==> config.mk <==
export PLATFORM = sky130hd
export DESIGN_NAME = led_scan_ctrl
export DESIGN_NICKNAME = d
export VERILOG_FILES = /design/src/rtl/led_scan_ctrl.sv
export SDC_FILE = /design/constraint.sdc
export NUM_CORES = 1
export LEC_CHECK = 0
export ABC_CLOCK_PERIOD_IN_PS = 14000
export BUFFER_PORTS_ARGS = -buffer_cell sky130_fd_sc_hd__buf_2
export CORE_MARGIN = 2
export CORE_UTILIZATION = 59
export CTS_CLUSTER_DIAMETER = 120
export DETAILED_ROUTE_END_ITERATION = 6
export HOLD_SLACK_MARGIN = 0.03
export PLACE_DENSITY = 0.79
export SYNTH_ARGS = -nofsm -noshare
export SYNTH_HDL_FRONTEND = slang
export SYNTH_SLANG_ARGS = --single-unit
==> constraint.sdc <==
create_clock -name Clk -period 14 [get_ports Clk]
set_clock_uncertainty 0.2 [all_clocks]
set_input_delay 0.7 -clock Clk [delete_from_list [all_inputs] [get_ports Clk]]
set_output_delay 0.7 -clock Clk [all_outputs]
set_load 0.01 [all_outputs]
==> src/rtl/led_scan_ctrl.sv <==
// Scan scheduler for an 8-digit 7-segment display: bus-mapped double-buffered digit
// registers, one-digit-per-slot multiplexing, brightness PWM and frame-based blink.
module led_scan_ctrl #(
    parameter int SLOT_CYC     = 50000,
    parameter int BLINK_FRAMES = 64
) (
    input  logic        Clk,
    input  logic        nRst,
    input  logic        req,
    input  logic        we,
    input  logic [1:0]  addr,
    input  logic [31:0] wdata,
    output logic [31:0] rdata,
    output logic        ack,
    output logic [7:0]  digit_code,
    output logic [7:0]  digit_sel,
    output logic        frame_tick
);

    localparam int SW = $clog2(SLOT_CYC);
    localparam int BW = $clog2(BLINK_FRAMES + 1);
    localparam int Q  = SLOT_CYC / 16;
    localparam logic [SW-1:0] SLOT_LAST  = SW'(SLOT_CYC - 1);
    localparam logic [BW-1:0] BLINK_LAST = BW'(BLINK_FRAMES - 1);

    logic [SW-1:0] slot_ctr;
    logic [2:0]    idx;
    logic [BW-1:0] blink_ctr;
    logic          blink_ph;
    logic [7:0]    frame_cnt;

    logic          en;
    logic          blink;
    logic [3:0]    bright;

    logic [7:0]    shadow [0:7];
    logic [7:0]    active [0:7];
    logic          pending;

    logic          slot_wrap;
    logic          boundary;
    logic          dig_wr;
    logic          ctrl_wr;
    logic [SW+4:0] pwm_lim;
    logic          lit;
    logic [31:0]   rd_mux;

    assign slot_wrap  = (slot_ctr == SLOT_LAST);
    assign boundary   = slot_wrap && (idx == 3'd7);
    assign frame_tick = boundary;
    assign dig_wr     = req && we && !addr[1];
    assign ctrl_wr    = req && we && (addr == 2'd2);

    // Lit window is (BRIGHT+1) sixteenths of the slot, suppressed during the blink off phase.
    always_comb begin
        pwm_lim = (SW+5)'({1'b0, bright} + 5'd1) * (SW+5)'(Q);
        lit     = en && ({5'd0, slot_ctr} < pwm_lim) && !(blink && blink_ph);
    end

    always_comb begin
        rd_mux = 32'd0;
        case (addr)
            2'd0:    rd_mux = {shadow[3], shadow[2], shadow[1], shadow[0]};
            2'd1:    rd_mux = {shadow[7], shadow[6], shadow[5], shadow[4]};
            2'd2:    rd_mux = {24'd0, bright, 2'b00, blink, en};
            default: rd_mux = {16'd0, frame_cnt, 4'd0, pending, idx};
        endcase
    end

    // Scan timing runs regardless of EN so the frame rate never depends on software.
    always_ff @(posedge Clk) begin
        if (!nRst) begin
            slot_ctr  <= '0;
            idx       <= 3'd0;
            blink_ctr <= '0;
            blink_ph  <= 1'b0;
            frame_cnt <= 8'd0;
        end else begin
            if (slot_wrap) begin
                slot_ctr <= '0;
                idx      <= idx + 3'd1;
            end else begin
                slot_ctr <= slot_ctr + SW'(1);
            end
            if (boundary) begin
                frame_cnt <= frame_cnt + 8'd1;
                if (blink_ctr == BLINK_LAST) begin
                    blink_ctr <= '0;
                    blink_ph  <= ~blink_ph;
                end else begin
                    blink_ctr <= blink_ctr + BW'(1);
                end
            end
        end
    end

    always_ff @(posedge Clk) begin
        if (!nRst) begin
            en     <= 1'b0;
            blink  <= 1'b0;
            bright <= 4'd0;
            ack    <= 1'b0;
            rdata  <= 32'd0;
        end else begin
            ack   <= req;
            rdata <= (req && !we) ? rd_mux : 32'd0;
            if (ctrl_wr) begin
                en     <= wdata[0];
                blink  <= wdata[1];
                bright <= wdata[7:4];
            end
        end
    end

    // Copy uses pre-write shadow; a write in the boundary cycle keeps pending set for next frame.
    always_ff @(posedge Clk) begin
        if (!nRst) begin
            for (int i = 0; i < 8; i++) begin
                shadow[i] <= 8'h20;
                active[i] <= 8'h20;
            end
            pending <= 1'b0;
        end else begin
            if (boundary && pending) begin
                for (int i = 0; i < 8; i++) begin
                    active[i] <= shadow[i];
                end
                pending <= 1'b0;
            end
            if (dig_wr) begin
                pending <= 1'b1;
                if (!addr[0]) begin
                    shadow[0] <= wdata[7:0];
                    shadow[1] <= wdata[15:8];
                    shadow[2] <= wdata[23:16];
                    shadow[3] <= wdata[31:24];
                end else begin
                    shadow[4] <= wdata[7:0];
                    shadow[5] <= wdata[15:8];
                    shadow[6] <= wdata[23:16];
                    shadow[7] <= wdata[31:24];
                end
            end
        end
    end

    always_ff @(posedge Clk) begin
        if (!nRst) begin
            digit_code <= 8'h20;
            digit_sel  <= 8'd0;
        end else begin
            digit_code <= active[idx];
            digit_sel  <= lit ? (8'd1 << idx) : 8'd0;
        end
    end

endmodule

==> impl_results.md <==
* Pre-Repair DR Iteration Count at 5
* Register Area at 5665 sq um
* Synth top area cells: edfxtp_1 38%, dfxtp_1 18%, and2_1 7.2%, ha_1 6.8%, mux2i_1 4.6%
* Final setup vio count at 0
* Resized cells post-CTS at 0
* Via count at 6346
* Initial antenna violation count at 0
* Starting Density at 60.53%
* Final hold violations at 0
* Cells after DPL at 1105
* Area after DPL at 10680 sq um
* Multi-input gate area at 4182 sq um
* Hold depth at 2
* Pin count of the biggest net entering global routing at 94
* Slew @ Worst Pin at 1113 ps
* Clk_lat worst skew at 530 ps
* DR iter-0 viols at 389
* Area share of the largest cell type after synthesis at 38.16%
* Sw Pwr at 0.0003077 W
* CTS Buf Count at 23
* Root Driver: clkbuf_16
* Fin cells at 1148
* Max cap viols at 0
* Syn_area_per_cell at 12.14 sq um
* Die height at 134.7 um
* Combinational power share at 5.0%
* Vias in the first global route at 6131
* CTS tree: built
* Tot Pwr at 0.001449 W
* Fillcell total at 1195
* Design internal power at 0.001141 W
* Pleak at 4.724 nW
* Area Growth Syn to Fin at 14.35%
* Via/cell ratio at 5.528
* Synth Cell Area at 10070 sq um
* I/O Buffers at 87
* Layout cells sized above 1 at 17.04%
* Placer Congestion at 0.8246
* Final instance area at 11520 sq um
* Final net count at 1004
* Main synth FF type: edfxtp_1
* Core ar. at 16640 sq um
* I/O pins at 88
* Setup TNS Final at 0 ps
* Die ar. at 18130 sq um
* Bufs on Longest Clock Path at 3
* GRT Total Usage at 22.93%
* Run status: complete, no violations
* Sequential share of power at 49.9%
* Clk sinks at 219
* Commonest non-fill, non-tap cell in the layout: edfxtp_1
* Unrepaired setup endpoints after global routing: false
* Register area share after synthesis at 56.24%
* Buffer count from post-CTS setup fixing at 0
* Fin crit period at 5591 ps
* Cell row count at 47
* Total routed wirelength at 20490 um
* Final HPWL DP at 13570 um
* CP Class: flop to flop
* Slew Viols, Final at 0
* Fmax at 178.9 MHz
* Yosys warnings at 0
* DR WL/cell at 17.85 um
* Crit end category: flop
* Htree depth at 1
* FFs w/ async S/R, synth at 0%
* First-pass GRT wire length at 32370 um
* Power per Cell Area at 125.8 nW/um^2
* #FFs+latches synth at 219
* Sw Ratio at 21.24%
* Final period utilization at 39.94%
* Cell taking the most area after synthesis: edfxtp_1
* Synth unique cells at 54
* Syn nets at 924
* Core Util, Final at 69.21%
* Grt ovf at 0
* Worst Setup Start Kind: flop
* IR drop worst, VDD at 0.0001141 V
* Remaining DRCs at 0
* EDFF count, synth at 128
* Cells after Synth at 830
* Crit path DAT at 5750 ps
* Commonest non-fill, non-tap cells in the layout: 128 x edfxtp_1, 116 x and2_1, 91 x dfxtp_1
* Clk network pwr share at 45.2%
* Hold_buf cts at 0
* Final ANT Viol Nets at 0
* Worst r2r path cells at 20
* Slew headroom at 25.14%
* Die X-Extent at 134.7 um
* CP Data Required Time at 14160 ps
* CP max FO at 9
* Hold Path Class: primary input to flop
* Worst-path clk slew at 60 ps
flip-flops by register name, indices dropped and copies added, names as in the netlist:
register    cells
blink_ctr       7
frame_cnt       8
digit_code      8
active         64
blink_ph        1
bright          4
rdata          32
pending         1
slot_ctr       16
idx             3
digit_sel       8
ack             1
en              1
shadow         64
blink           1
metal layers:
| metal | part of all wire (%) | track usage [%] |
|---|---|---|
| met1 | 43 | 30.06 |
| met5 | 0 | 0 |
| met2 | 50 | 40.10 |
| met4 | 2.1 | 6.257 |
| met3 | 4.9 | 3.341 |
power by group through the flow:
stage	clock network [W]	registers, W	logic, W
6_report	0.000655	0.000722	0.0000722
3_3_place_gp	0	0.000735	0.0000711
4_1_cts	0.000659	0.000723	0.0000729
2_1_floorplan	0	0.000734	0.0000464
5_1_grt	0.000687	0.000725	0.0000797
3_5_place_dp	0	0.000736	0.0000722
cell usage after synthesis, types with 2 or more instances:
| cell | n |
|---|---|
| edfxtp_1 | 128 |
| buf_2 | 4 |
| a21oi_1 | 25 |
| nor2b_1 | 23 |
| inv_1 | 17 |
| nor3_1 | 7 |
| a41oi_1 | 2 |
| buf_4 | 3 |
| nand4_1 | 10 |
| o21ai_0 | 9 |
| o21a_1 | 3 |
| xor2_1 | 17 |
| and3_1 | 29 |
| a2111oi_0 | 2 |
| or4_1 | 2 |
| dfxtp_1 | 91 |
| buf_1 | 3 |
| o22ai_1 | 2 |
| mux4_2 | 18 |
| xnor2_1 | 23 |
| ha_1 | 55 |
| nand2_1 | 23 |
| a21o_1 | 3 |
| o211ai_1 | 2 |
| nand2b_1 | 20 |
| mux2i_1 | 46 |
| and2_1 | 116 |
| a21boi_0 | 3 |
| nand3_1 | 18 |
| nor4bb_1 | 2 |
| clkbuf_1 | 29 |
| nor2_1 | 73 |
metrics by stage:
step	hold slack [ps]	setup WS, ps
detailed placement	256.9	8497
global placement	252.9	8666
floorplan	225.4	9192
finish	261.6	8409
global route	267.3	7999
CTS	254.1	8479
logic make-up after synthesis:
family / Yosys count / share of synthesized area [%]
and+or+nand+nor: 336 / 18.71
DFF: 219 / 56.24
muxes: 64 / 8.595
AOI/OAI and AO/OA: 58 / 3.590
buffers and inverters: 57 / 2.360
adders and majority gates: 56 / 7.030
xor gates and xnor gates: 40 / 3.478
layout make-up:
class	count	area share [%]
antenna	1	0.02173
clock buffer	33	5.964
clock inverter	9	1.282
inverter	17	0.5540
multi-input combinational	554	36.30
sequential	219	49.19
tap	220	2.390
timing repair buffer	95	4.302
final timing paths:
kind | start | to | slack (ps)
max reg2reg | bright[0] | digit_sel[4] | 8410
min | wdata[10] | shadow[1][10] | 260
max | bright[0] | digit_sel[4] | 8410
min reg2reg | slot_ctr[0] | slot_ctr[0] | 270
critical path, cell delays in order (launching register included):
cell,delay (ps)
dfxtp_1,540
ha_1,240
xor2_1,390
ha_1,290
xnor2_1,130
ha_1,250
ha_1,280
ha_1,330
nand3b_1,120
a2111oi_0,640
o21ai_0,160
a21oi_1,180
o21ai_0,110
xor2_1,170
ha_1,310
o21a_1,120
o21a_1,100
o22ai_1,70
a41o_1,220
a311oi_2,480
nor2_1,120
No activity file was read; power rests on OpenSTA's default activity.
